--- src/rtl/router_ingress.sv ---
// router_ingress: input stage of the 1x3 router, drives the per-port FIFO write side.
// Define ROUTER_ERR_CNT_EN to add the saturating err_cnt output.
module router_ingress #(
    parameter int DATA_W   = 8,
    parameter int ADDR_W   = 2,
    parameter int NUM_DEST = 3
) (
    input  logic                clk,
    input  logic                reset,
    input  logic                pkt_valid,
    input  logic [DATA_W-1:0]   data_in,
    input  logic [NUM_DEST-1:0] fifo_full,
    output logic                busy,
    output logic [NUM_DEST-1:0] wr_en,
    output logic [DATA_W-1:0]   data_out,
    output logic                pkt_done,
    output logic                parity_err,
    output logic                addr_err
`ifdef ROUTER_ERR_CNT_EN
    ,
    output logic [7:0]          err_cnt
`endif
);

    localparam int LEN_W = DATA_W - ADDR_W;

    localparam logic [1:0] DECODE  = 2'd0;
    localparam logic [1:0] PAYLOAD = 2'd1;
    localparam logic [1:0] PARITY  = 2'd2;
    localparam logic [1:0] DROP    = 2'd3;

    localparam logic [LEN_W-1:0]  CNT_ONE  = LEN_W'(1);
    localparam logic [ADDR_W:0]   DEST_LIM = (ADDR_W+1)'(NUM_DEST);

    logic [1:0]          state;
    logic [ADDR_W-1:0]   dest;
    logic [LEN_W-1:0]    cnt;
    logic [DATA_W-1:0]   par;
    logic [DATA_W-1:0]   hold_data;
    logic                hold_valid;

    logic [NUM_DEST-1:0] dest_oh;
    logic [ADDR_W-1:0]   hdr_dest;
    logic [LEN_W-1:0]    hdr_len;
    logic                hdr_ok;
    logic                accept;
    logic                write;
    logic                load;

    assign hdr_dest = data_in[ADDR_W-1:0];
    assign hdr_len  = data_in[DATA_W-1:ADDR_W];
    assign hdr_ok   = {1'b0, hdr_dest} < DEST_LIM;

    // One-hot select of the FIFO owned by the packet currently in flight
    always_comb begin
        dest_oh = '0;
        for (int i = 0; i < NUM_DEST; i++) begin
            dest_oh[i] = (dest == ADDR_W'(i));
        end
    end

    // Write side handshake: stall only when the held byte's FIFO is full
    always_comb begin
        busy     = hold_valid & (|(dest_oh & fifo_full));
        wr_en    = hold_valid ? (dest_oh & ~fifo_full) : '0;
        write    = |wr_en;
        accept   = pkt_valid & ~busy;
        load     = 1'b0;
        unique case (state)
            DECODE:  load = accept & hdr_ok;
            PAYLOAD: load = accept;
            PARITY:  load = accept;
            DROP:    load = 1'b0;
        endcase
    end

    assign data_out = hold_data;

    // Hold register: refill on accept, otherwise empty once written
    always_ff @(posedge clk) begin
        if (reset) begin
            hold_valid <= 1'b0;
            hold_data  <= '0;
        end else if (load) begin
            hold_valid <= 1'b1;
            hold_data  <= data_in;
        end else if (write) begin
            hold_valid <= 1'b0;
        end
    end

    // Packet framing FSM with running parity and one-cycle status pulses
    always_ff @(posedge clk) begin
        if (reset) begin
            state      <= DECODE;
            dest       <= '0;
            cnt        <= '0;
            par        <= '0;
            pkt_done   <= 1'b0;
            parity_err <= 1'b0;
            addr_err   <= 1'b0;
        end else begin
            pkt_done   <= 1'b0;
            parity_err <= 1'b0;
            addr_err   <= 1'b0;
            if (accept) begin
                unique case (state)
                    DECODE: begin
                        dest <= hdr_dest;
                        cnt  <= hdr_len;
                        par  <= data_in;
                        if (!hdr_ok) begin
                            addr_err <= 1'b1;
                            state    <= DROP;
                        end else if (hdr_len == '0) begin
                            state <= PARITY;
                        end else begin
                            state <= PAYLOAD;
                        end
                    end
                    PAYLOAD: begin
                        par <= par ^ data_in;
                        cnt <= cnt - CNT_ONE;
                        if (cnt == CNT_ONE) begin
                            state <= PARITY;
                        end
                    end
                    PARITY: begin
                        parity_err <= (data_in != par);
                        pkt_done   <= 1'b1;
                        state      <= DECODE;
                    end
                    DROP: begin
                        if (cnt == '0) begin
                            state <= DECODE;
                        end else begin
                            cnt <= cnt - CNT_ONE;
                        end
                    end
                endcase
            end
        end
    end

`ifdef ROUTER_ERR_CNT_EN
    // Saturating tally of error pulses; coincident pulses count once
    always_ff @(posedge clk) begin
        if (reset) begin
            err_cnt <= '0;
        end else if ((parity_err | addr_err) && (err_cnt != 8'hFF)) begin
            err_cnt <= err_cnt + 8'd1;
        end
    end
`endif

endmodule
--- config.mk ---
export PLATFORM = sky130hd
export DESIGN_NAME = router_ingress
export DESIGN_NICKNAME = d
export VERILOG_FILES = /design/src/rtl/router_ingress.sv
export SDC_FILE = /design/constraint.sdc
export NUM_CORES = 1
export LEC_CHECK = 0
export CORE_UTILIZATION = 50
export DETAILED_ROUTE_END_ITERATION = 8
export PLACE_DENSITY = 0.76
export SETUP_SLACK_MARGIN = 0.3
export SLEW_MARGIN = 20
export SYNTH_ARGS = -nofsm -noshare
export SYNTH_HDL_FRONTEND = slang
export SYNTH_SLANG_ARGS = --single-unit
export TNS_END_PERCENT = 50
--- constraint.sdc ---
create_clock -name clk -period 3.59 [get_ports clk]
set_clock_uncertainty 0.1 [all_clocks]
set_input_delay 0.359 -clock clk [delete_from_list [all_inputs] [get_ports clk]]
set_output_delay 0.359 -clock clk [all_outputs]
set_load 0.01 [all_outputs]
# Word-level counts from Yosys, hierarchy flattened
# Index checks and enable logic that the tools add are counted.
[word_totals] register_bits=30 inputBits=14 output_inout_bits=15 elab_cells=63
[op_classes] n_addsub=1 order_cmp=1 n_eq_ne=10 n_mux=14 n_bitwise=11 n_reduce_logical=17
[ops] cell="case mux 6 bit (3 select lines)" count=1
[ops] cell="case mux 8 bit (2 select lines)" count=1
[ops] cell="logical NOT 6 bit" count=2
[ops] cell="OR reduction 3 bit" count=4
[ops] cell="two-way mux 2 bit" count=4
[ops] cell="inequality test 8 bit" count=1
[ops] cell="case mux 2 bit (4 select lines)" count=1
[ops] cell="bitwise XOR 8 bit" count=1
[ops] cell="AND 3 bit" count=2
[ops] cell="== test 2 bit, second input constant" count=3
[ops] cell="== test 6 x 1 -> 1 bit, second input constant" count=1
[ops] cell="two-way mux 6 bit" count=1
[ops] cell="inequality test 2 bit, second input constant" count=3
[ops] cell="AND reduction 3 bit" count=2
[ops] cell="subtractor 6 x 1 -> 6 bit, second input constant" count=1
[ops] cell="== test 2 x 1 -> 1 bit, second input constant" count=2
[ops] cell="logical NOT 2 bit" count=2
[ops] cell="two-way mux 1 bit" count=4
[ops] cell="NOT 1 bit" count=4
[ops] cell="AND reduction 2 bit" count=2
[ops] cell="nonzero test 2 bit" count=2
[ops] cell="OR reduction 2 bit" count=2
[ops] cell="AND 1 bit" count=3
[ops] cell="two-way mux 3 bit" count=1
[ops] cell="other kinds (4)" count=4

# Logic depth before layout (Yosys ltp)
# Gate-level depths: netlist (run 1).
[depth] word_depth=9 mapped_depth=7 ltp_nobuf=6

# Least setup slack after synthesis (run 1)
# Ideal clock, no wire load.
[synth_path] kind="register -> register" startpoint="register state[1]" endpoint="register state[0]" setup_time_ns=0.121 arrival_time_ns=1.709 t_required_ns=3.369 path_slack_ns=1.660 stages_incl_launch_ff=7 n_path_buf=0 period_less_slack_ns=1.930 cell_sequence="dfxtp_1 -> inv_1 -> ha_1 -> nor2_1 -> nor2_1 -> or3_4 -> mux2_4"
[synth_between] elab_chain_cells=3 word_cells_on_any_way=8 cone_classes="5 x eq/ne; 1 x mux; 2 x reduce/logical"
[synth_rtl] element="from (decl)" line="35" source="logic [1:0] state;"
[synth_rtl] element="from (signal assigned)" line="95" source="state <= DECODE;"
[synth_rtl] element="from (signal assigned)" line="114" source="state <= DROP;"
[synth_rtl] element="from (signal assigned)" line="116" source="state <= PARITY;"
[synth_rtl] element="== test 2 bit / == test 2 x 1 -> 1 bit (equally long branches)" line="107" source="unique case (state)"
[synth_rtl] element="inequality test 2 bit (no source line)"
[synth_rtl] element="AND reduction 3 bit (no source line)"
# Parallel ways exist; a longest one is shown, timed or not.
# A chain may end at the register's enable or synchronous reset.

# Worst setup path after layout (run 1)
[layout_path] startpoint="register dest[0]" endpoint="output busy"
[layout_between] elab_chain_cells=4 word_cells_on_any_way=6 cone_classes="2 x eq/ne; 2 x bitwise; 2 x reduce/logical"
[layout_rtl] element="from (decl)" line="36" source="logic [ADDR_W-1:0] dest;"
[layout_rtl] element="from (signal assigned)" line="109" source="dest <= hdr_dest;"
[layout_rtl] element="== test 2 x 1 -> 1 bit, or another cell as far along" line="58" source="dest_oh[i] = (dest == ADDR_W'(i));"
[layout_rtl] element="AND 3 bit *" line="64" source="busy = hold_valid & (|(dest_oh & fifo_full));"
[layout_rtl] element="OR reduction 3 bit *" line="64"
[layout_rtl] element="AND 1 bit *" line="64"
[layout_rtl] element="to (decl)" line="13" source="output logic busy,"
# Mark *: on every way between the ends. The rest lies on a longest branch, timed or not.

==> results.md, run 1 <==
* Die width at 61.4 um
* IO Port Bufs at 28
* EDFF count, synth at 0
* Fmax at 421 MHz
* Worst-Skew Late Latency at 0.34 ns
* Final hold vios at 0
* Final WL at 4280 um
* Main synth FF type: dfxtp_1
* Cts repair resizes at 0
* Fillers at 324
* CP required at 3.13 ns
* Number of global-route vias before repair at 1559
* CP Max Fanout at 8
* Leakage at 0.772 nW
* Worst slew pin tran at 0.680 ns
* Clk root buf: clkbuf_4
* CP Class: flip-flop to primary output
* Seq pwr share at 35.6%
* Max Slew Vio Count at 0
* Post-CTS Setup Inserts at 0
* Area delta synth->final at 19.0%
* Core box area at 0.00336 mm^2
* Largest family of logic cells by synthesized area: compound AO/OA/AOI/OAI gates
* Global-route wire length before repair at 6850 um
* Pint at 0.803 mW
* CP Data Arrival Time at 1.92 ns
* Post-route ant nets at 0
* PD cells at 671 mW/mm^2
* Largest net degree at the start of global routing at 21
* Final Critical Period at 2.38 ns
* Max cap viols at 0
* Clock transition at path regs at 0.09 ns
* Net Sw Frac at 43.1%
* Final TNS setup at 0 ns
* Syn avg cell area at 8.07 um^2
* Chip Height at 61.4 um
* Normalized max-slew margin at 54.4%
* VDD IR-drop max at 0.311 mV
* Antenna cells at 0
* RePlAce Congestion at 0.918
* Final setup viols at 0
* Most frequent cell after synthesis: dfxtp_1
* Logic pwr share at 49.2%
* Vias at 1730
* Compound-Gate Fraction of Synth Area at 26.4%
* Routed length per instance at 15.0 um
* Final layout net count at 258
* Pre-Repair DR Iteration Count at 4
* Core Util, Final at 62.5%
* Post-synthesis xor/xnor area fraction at 3.97%
* Post-Synthesis Cells at 219
* Mapped cell area at 0.00177 mm^2
* Top-level port count at 29
* Synth async-reset ratio at 0%
* Yosys top cell area share at 34.0%
* Num rows at 21
* Seq/Total Area, Yosys at 34.0%
* Post-synth net total at 239
* Final Cycle Share at 66.2%
* DRC viols at 0
* CP endpoint kind: primary output
* Hold slack at 0.382 ns
* Initial antenna violation count at 0
* Adder-Cell Fraction of Synth Area at 4.25%
* Hold crit path type: flip-flop to flip-flop
* CTS max path bufs at 2
* Switch Pwr at 0.608 mW
* Ranking of synthesized cells by area: dfxtp_1, nand3_1, a21oi_1, o21ai_0, ha_1
* Die area at 0.00377 mm^2
* Most frequent cells after synthesis: dfxtp_1, nand3_1, nor2_1
* FF+latch count, synth at 30
* CTS Hold Buffers Added at 0
* Total GRT Usage at 24.9%
* Overflow after GRT at 0
* Count of cell types in the netlist at 46
* Share of cells above drive strength 1 at 7.11%
* RSZ-0062 raised after global routing: no
* DRT iter0 DRCs at 70
* Post-synthesis simple-gate area fraction at 22.0%
* Starting Density at 52.5%
* Htree depth at 2
* Type of origin of the critical path: flip-flop
* Post-synthesis mux area share at 3.26%
* Cell taking the most area after synthesis: dfxtp_1
* CTS tree: yes
* Num CTS Buffers at 5
* CTS sink cnt at 30
* Clock share of power at 15.2%
* Synth Warn # at 0
* DP HPWL at 3010 um
* Vias per Instance at 6.07
* Status: finished, final reports clean
worst paths after layout:
check / slack [ns] / start / depth (start not counted) / endpoint
min: 0.38 / data_out[1] / 2 / data_out[1]
max: 1.21 / dest[0] / 4 / busy
max reg2reg: 1.39 / state[1] / 6 / state[0]
min reg2reg: 0.38 / data_out[1] / 2 / data_out[1]
power by group through the flow:
stage / clock (mW) / sequential [mW] / combinational, mW
global route: 0.233 / 0.515 / 0.769
CTS: 0.215 / 0.500 / 0.694
finish: 0.214 / 0.503 / 0.694
floorplan: 0 / 0.497 / 0.509
global placement: 0 / 0.505 / 0.679
detailed placement: 0 / 0.507 / 0.688
sequential cells by signal, indices dropped and copies added, names as in the netlist:
name        count
pkt_done        1
par             8
addr_err        1
parity_err      1
hold_valid      1
dest            2
state           2
cnt             6
data_out        8
logic make-up after synthesis:
| logic type | after synthesis |
|---|---|
| AOI/OAI and AO/OA | 71 |
| adders and majority gates | 6 |
| xor gates and xnor gates | 8 |
| DFF | 30 |
| and+or+nand+nor | 74 |
| buffers and inverters | 26 |
| muxes | 4 |
layout by cell type, fill, tap and decap left out, drive strengths merged, types with 2 or more instances in the layout:
cell type,synthesis,final
a21oi,17,17
nor4,4,4
o311ai,4,4
dfxtp,30,30
mux2i,3,3
nand3,20,20
clkdlybuf4s50,0,28
nor2b,2,2
xor2,8,8
o31ai,2,2
clkbuf,14,7
inv,7,7
or2,2,2
nor3,6,6
a31oi,9,9
nor2,20,20
o21ai,20,20
o21a,2,2
buf,4,2
nand2,5,5
a311oi,2,2
o2111ai,2,2
and3,2,2
clkinv,1,2
nand3b,8,8
o41ai,4,4
ha,6,6
through the flow:
step / cells / power [mW] / setup slack (ns) / cell area, um^2
2_1_floorplan: 219 / 1.01 / 1.66 / 1770
3_3_place_gp: 277 / 1.18 / 1.27 / 2040
3_5_place_dp: 277 / 1.20 / 1.23 / 2040
4_1_cts: 285 / 1.41 / 1.19 / 2100
5_1_grt: 285 / 1.52 / 1.09 / 2100
6_report: 285 / 1.41 / 1.21 / 2100
layer usage:
layer	share of wire (%)	track usage [%]	up-vias
met5	0	0	-
met4	1.7	11.4	0
met3	7.0	6.72	9
met2	47	42.7	60
met1	44	29.0	810
li1	-	-	851
area by class of cell:
cell class | instances | area, um^2 | share of cell area, %
Clock buffer | 7 | 55.1 | 2.62
Clock inverter | 1 | 5.00 | 0.238
Inverter | 8 | 30.0 | 1.43
Multi-Input combinational cell | 163 | 1060 | 50.4
Sequential cell | 30 | 601 | 28.6
Tap cell | 46 | 57.6 | 2.74
Timing Repair Buffer | 30 | 295 | 14.0
worst max-delay path, cell delays in order (launching register included):
cell and delay, ns:
dfxtp_1 0.51, mux2i_4 0.34, nor2_1 0.07, o21a_1 0.18
clkdlybuf4s50_1 0.48
(Power assumes the default switching activity.)
==> run 2, diff against run 1 <==
==> constraint.sdc (replaced) <==
create_clock -name clk -period 2.33 [get_ports clk]
set_clock_uncertainty 0.1 [all_clocks]
set_input_delay 0.233 -clock clk [delete_from_list [all_inputs] [get_ports clk]]
set_output_delay 0.233 -clock clk [all_outputs]
set_load 0.01 [all_outputs]
==> results.md, run 2 (same netlist as run 1, synthesis figures left out) <==
* Vias at 1760 (was 1730)
* Global-route wire length before repair at 7090 um (was 6850 um)
* Share of cells above drive strength 1 at 13.9% (was 7.11%)
* Largest net degree at the start of global routing at 23 (was 21)
* Net Sw Frac at 41.4% (was 43.1%)
* Clock transition at path regs at 0.10 ns (was 0.09 ns)
* Leakage at 0.881 nW (was 0.772 nW)
* Final layout net count at 270 (was 258)
* Die width at 61.4 um (unchanged)
* Total GRT Usage at 25.9% (was 24.9%)
* CP Class: flip-flop to primary output (unchanged)
* Worst-Skew Late Latency at 0.32 ns (was 0.34 ns)
* Top-level port count at 29 (unchanged)
* VDD IR-drop max at 0.557 mV (was 0.311 mV)
* Commonest non-fill, non-tap cell in the layout: dfxtp_1 (unchanged)
* RePlAce Congestion at 0.881 (was 0.918)
* RSZ-0062 raised after global routing: yes (was no)
* Worst path max stage delay at 0.58 ns (was 0.51 ns)
* Max Slew Vio Count at 0 (unchanged)
* Pre-Repair DR Iteration Count at 4 (unchanged)
* Total power at 2.31 mW (was 1.41 mW)
* Final Cycle Share at 81.1%
* Num CTS Buffers at 5 (unchanged)
* Num rows at 21 (unchanged)
* Design Area, Final at 0.00223 mm^2 (was 0.00210 mm^2)
* Chip Height at 61.4 um (unchanged)
* CP Data Arrival Time at 1.56 ns (was 1.92 ns)
* Routed length per instance at 14.9 um (was 15.0 um)
* Overflow after GRT at 0 (unchanged)
* Final WL at 4420 um (was 4280 um)
* Number of global-route vias before repair at 1561 (was 1559)
* Htree depth at 2 (unchanged)
* Vias per Instance at 5.93 (was 6.07)
* Die area at 0.00377 mm^2 (unchanged)
* Max cap viols at 0 (unchanged)
* Final hold vios at 0 (unchanged)
* Final setup viols at 0 (unchanged)
* Type of origin of the critical path: flip-flop (unchanged)
* Fmax at 530 MHz
* Hold slack at 0.381 ns (was 0.382 ns)
* Pint at 1.35 mW (was 0.803 mW)
* Slowest stage cell on the critical path: clkdlybuf4s50_1 (was dfxtp_1)
* CP required at 2.00 ns (was 3.13 ns)
* DRT iter0 DRCs at 105 (was 70)
* Core box area at 0.00336 mm^2 (unchanged)
* Initial antenna violation count at 0 (unchanged)
* PD cells at 1030 mW/mm^2 (was 671 mW/mm^2)
* Area after DPL at 0.00212 mm^2 (was 0.00204 mm^2)
* Clock share of power at 16.8% (was 15.2%)
* Status: finished, final reports clean (unchanged)
* Post-route ant nets at 0 (unchanged)
* Clk root buf: clkbuf_4 (unchanged)
* CTS sink cnt at 30 (unchanged)
* Normalized max-slew margin at 68.1% (was 54.4%)
* CP endpoint kind: primary output (unchanged)
* Hold crit path type: flip-flop to flip-flop (unchanged)
* Final TNS setup at 0 ns (unchanged)
* CP Max Fanout at 6 (was 8)
* Worst slew pin tran at 0.475 ns (was 0.680 ns)
* Logic pwr share at 49.6% (was 49.2%)
* Antenna cells at 0 (unchanged)
* Most frequent cells in the layout: dfxtp_1, clkdlybuf4s50_1, nor2_1, nand3_1 (unchanged)
* CTS Hold Buffers Added at 0 (unchanged)
* Switch Pwr at 0.955 mW (was 0.608 mW)
* Final Critical Period at 1.89 ns
* CTS max path bufs at 2 (unchanged)
* CTS tree: yes (unchanged)
* Area delta synth->final at 26.5% (was 19.0%)
* Seq pwr share at 33.6% (was 35.6%)
* IO Port Bufs at 28 (unchanged)
* DP HPWL at 3160 um (was 3010 um)
* DRC viols at 0 (unchanged)
* Cell Chain, Critical Path: nand2_1 > nor3_1 > clkdlybuf4s50_1 (was mux2i_4 > nor2_1 > o21a_1 > clkdlybuf4s50_1)
* Starting Density at 52.5% (unchanged)
==> run 2: final cells by class <==
class	instances	area, um^2
Inverter	8	30.0
Timing Repair Buffer	42	389
Clock buffer	8	78.8
Fill cell	303	1130
Multi-Input combinational cell	163	1070
Sequential cell	30	604
Tap cell	46	57.6
==> run 2: power groups by stage <==
stage               clock, mW  combinational (mW)  sequential (mW)
finish                  0.387                1.14            0.775
global route            0.419                1.27            0.794
CTS                     0.398                1.12            0.772
detailed placement          0                1.11            0.779
global placement            0                1.10            0.779
floorplan                   0               0.784            0.765
==> run 2: through the flow <==
| step | setup WS, ns | utilization [%] | cells |
|---|---|---|---|
| 2_1_floorplan | 0.400 | - | 219 |
| 3_3_place_gp | 0.375 | 63.2 | 288 |
| 3_5_place_dp | 0.367 | 63.2 | 288 |
| 4_1_cts | 0.265 | 66.0 | 296 |
| 5_1_grt | 0.277 | 66.4 | 297 |
| 6_report | 0.441 | 66.4 | 297 |
==> run 2: layer usage <==
layer	part of all wire [%]	track usage (%)	vias to the layer above
li1	-	-	875
met1	45	32.7	806
met2	47	42.7	68
met3	5.3	5.25	11
met4	2.2	11.7	0
met5	0	0	-
==> run 2: timing repair <==
item / in CTS / in global routing
gates resized for setup: 6 / 3
setup endpoints to repair: 3 / 8
buffers inserted: 0 / 1
==> run 2: worst paths after layout <==
check	startpoint	cells past startpoint	end	slack (ns)
worst max-delay path	dest[1]	3	wr_en[2]	0.44
worst min-delay path	data_out[3]	2	data_out[3]	0.38
worst max register to register	state[0]	6	par[5]	0.46
worst min register to register	data_out[3]	2	data_out[3]	0.38
==> run 2: worst max-delay path, delay by kind of cell (launching register included) <==
family        cells  cell delay [ns]
buf+inv           1             0.58
simple gates      2             0.24
flops             1             0.42
==> run 3, diff against run 2 <==
--- a/config.mk
+++ b/config.mk
@@ -5,7 +5,7 @@
 export SDC_FILE = /design/constraint.sdc
 export NUM_CORES = 1
 export LEC_CHECK = 0
-export CORE_UTILIZATION = 50
+export CORE_UTILIZATION = 48
 export DETAILED_ROUTE_END_ITERATION = 8
 export PLACE_DENSITY = 0.76
 export SETUP_SLACK_MARGIN = 0.3
==> constraint.sdc (replaced) <==
create_clock -name clk -period 1.65 [get_ports clk]
set_clock_uncertainty 0.1 [all_clocks]
set_input_delay 0.165 -clock clk [delete_from_list [all_inputs] [get_ports clk]]
set_output_delay 0.165 -clock clk [all_outputs]
set_load 0.01 [all_outputs]
==> results.md, run 3 (same netlist as run 1, synthesis figures left out) <==
* Violated checks: negative setup slack
* CP Data Arrival Time at 1.88 ns (was 1.56 ns)
* IO Port Bufs at 28 (unchanged)
* Hold crit path type: flip-flop to flip-flop (unchanged)
* Num rows at 21 (unchanged)
* Final Cycle Share at 106%
* DRT iter0 DRCs at 117 (was 105)
* Vias at 2027 (was 1760)
* Status: complete, but fails checks (was finished, final reports clean)
* Core Util, Final at 81.6% (was 66.4%)
* Final WL at 6190 um (was 4420 um)
* CTS Hold Buffers Added at 0 (unchanged)
* CP Class: flip-flop to flip-flop (was flip-flop to primary output)
* DRC viols at 0 (unchanged)
* Max cap viols at 0 (unchanged)
* Min-delay src: data_out[5] (was data_out[3])
* Final Critical Period at 1.75 ns
* Clk root buf: clkbuf_8 (was clkbuf_4)
* Routed length per instance at 18.8 um (was 14.9 um)
* Starting Density at 51.3% (was 52.5%)
* PD cells at 1530 mW/mm^2 (was 1030 mW/mm^2)
* DP HPWL at 3620 um (was 3160 um)
* Setup slack after placement at -0.228 ns (was 0.367 ns)
* Final setup viols at 15 (was 0)
* Normalized max-slew margin at 72.1% (was 68.1%)
* FF-to-FF path depth at 7 (was 6)
* Initial antenna violation count at 0 (unchanged)
* Area delta synth->final at 59.1% (was 26.5%)
* Hold depth at 2 (unchanged)
* CTS sink cnt at 30 (unchanged)
* Clock transition at path regs at 0.07 ns (was 0.10 ns)
* RePlAce Congestion at 0.835 (was 0.881)
* Worst slew pin tran at 0.419 ns (was 0.475 ns)
* Num CTS Buffers at 5 (unchanged)
* Fmax at 573 MHz
* Total power at 4.31 mW (was 2.31 mW)
* Hold EP: data_out[5] (was data_out[3])
* Post-route ant nets at 0 (unchanged)
* Number of global-route vias before repair at 1911 (was 1561)
* Most frequent cells in the layout: buf_4, dfxtp_1, nor2_1 (was dfxtp_1, clkdlybuf4s50_1, nor2_1, nand3_1)
* RSZ-0062 raised after global routing: yes (unchanged)
* Die width at 62.7 um (was 61.4 um)
* Max Slew Vio Count at 0 (unchanged)
* Die area at 0.00393 mm^2 (was 0.00377 mm^2)
* Global-route wire length before repair at 9160 um (was 7090 um)
* VDD IR-drop max at 0.944 mV (was 0.557 mV)
* CTS tree: yes (unchanged)
* Vias per Instance at 6.14 (was 5.93)
* Core box area at 0.00344 mm^2 (was 0.00336 mm^2)
* Final layout net count at 303 (was 270)
* Hold slack at 0.393 ns (was 0.381 ns)
* Non-Filler Instances at 330 (was 297)
* Overflow after GRT at 0 (unchanged)
* Inst Count DP at 312 (was 288)
* Final hold vios at 0 (unchanged)
* RR Startpoint: state[0] (unchanged)
* CP Max Fanout at 5 (was 6)
* Worst R2R End: state[0] (was par[5])
* CTS max path bufs at 2 (unchanged)
* Type of origin of the critical path: flip-flop (unchanged)
* Pre-Repair DR Iteration Count at 4 (unchanged)
* Commonest non-fill, non-tap cell in the layout: buf_4 (was dfxtp_1)
* CP endpoint kind: flip-flop (was primary output)
* Chip Height at 62.7 um (was 61.4 um)
* Leakage at 1.12 nW (was 0.881 nW)
* Setup ws final at -0.0951 ns (was 0.441 ns)
* R2R Setup Slk at -0.1 ns (was 0.46 ns)
* Htree depth at 2 (unchanged)
* Share of cells above drive strength 1 at 41.9% (was 13.9%)
* Worst-Skew Late Latency at 0.30 ns (was 0.32 ns)
* CP required at 1.79 ns (was 2.00 ns)
* Top-level port count at 29 (unchanged)
* Total GRT Usage at 30.1% (was 25.9%)
* Largest net degree at the start of global routing at 17 (was 23)
* Antenna cells at 0 (unchanged)
-- run 3: cell types whose count changed in the layout (fill, tap and decap cells not counted), sizes merged, moves of 2 or more --
cell and change:
dlygate4sd2 +11, clkdlybuf4s50 -14, buf +36, clkbuf -2
-- run 3: final cells by class --
cell class | instances | area (um^2)
Fill cell | 210 | 632
Timing Repair Buffer | 74 | 616
Inverter | 8 | 31.3
Clock buffer | 6 | 82.6
Sequential cell | 30 | 614
Tap cell | 46 | 57.6
Multi-Input combinational cell | 164 | 1400
Clock inverter | 2 | 12.5
-- run 3: worst max path at each step --
stage,start,to,slack (ns),depth (start not counted)
floorplan,state[0],state[0],-0.05,5
global placement,fifo_full[1],parity_err,-0.16,6
detailed placement,fifo_full[1],state[1],-0.23,6
CTS,state[0],state[0],-0.03,5
global route,cnt[5],state[1],-0.15,5
finish,state[0],state[0],-0.1,7
-- run 3: what timing repair did --
action,CTS,global route
pin swaps,8,21
cloned,1,1
setup endpoints to repair,45,34
buffers inserted,4,4
gates resized for setup,61,36
-- run 3: report_power, final --
part / internal (mW) / switching (mW)
clock network: 0.335 / 0.312
registers: 0.931 / 0.187
logic: 1.14 / 1.40
total: 2.40 / 1.90
-- run 3: critical path, cell delays in order, from the launching register on --
cell,delay (ns)
dfxtp_4,0.36
inv_1,0.11
ha_2,0.20
buf_4,0.16
buf_4,0.15
inv_1,0.07
a311oi_1,0.31
mux2_4,0.21
-- run 3: through the flow --
stage	cell area, um^2	TNS, ns
after CTS	2610	-0.0640
after floorplan	1830	-0.0460
after detailed placement	2360	-4.63
after global placement	2360	-3.49
after global routing	2810	-1.81
final	2810	-0.446
-- run 3: layer usage --
metal | GRT usage [%] | share of wire [%] | up-vias
li1 | - | - | 938
met1 | 35.7 | 41 | 1009
met2 | 52.3 | 52 | 67
met3 | 5.84 | 4.9 | 13
met4 | 12.8 | 2.2 | 0
met5 | 0 | 0 | -
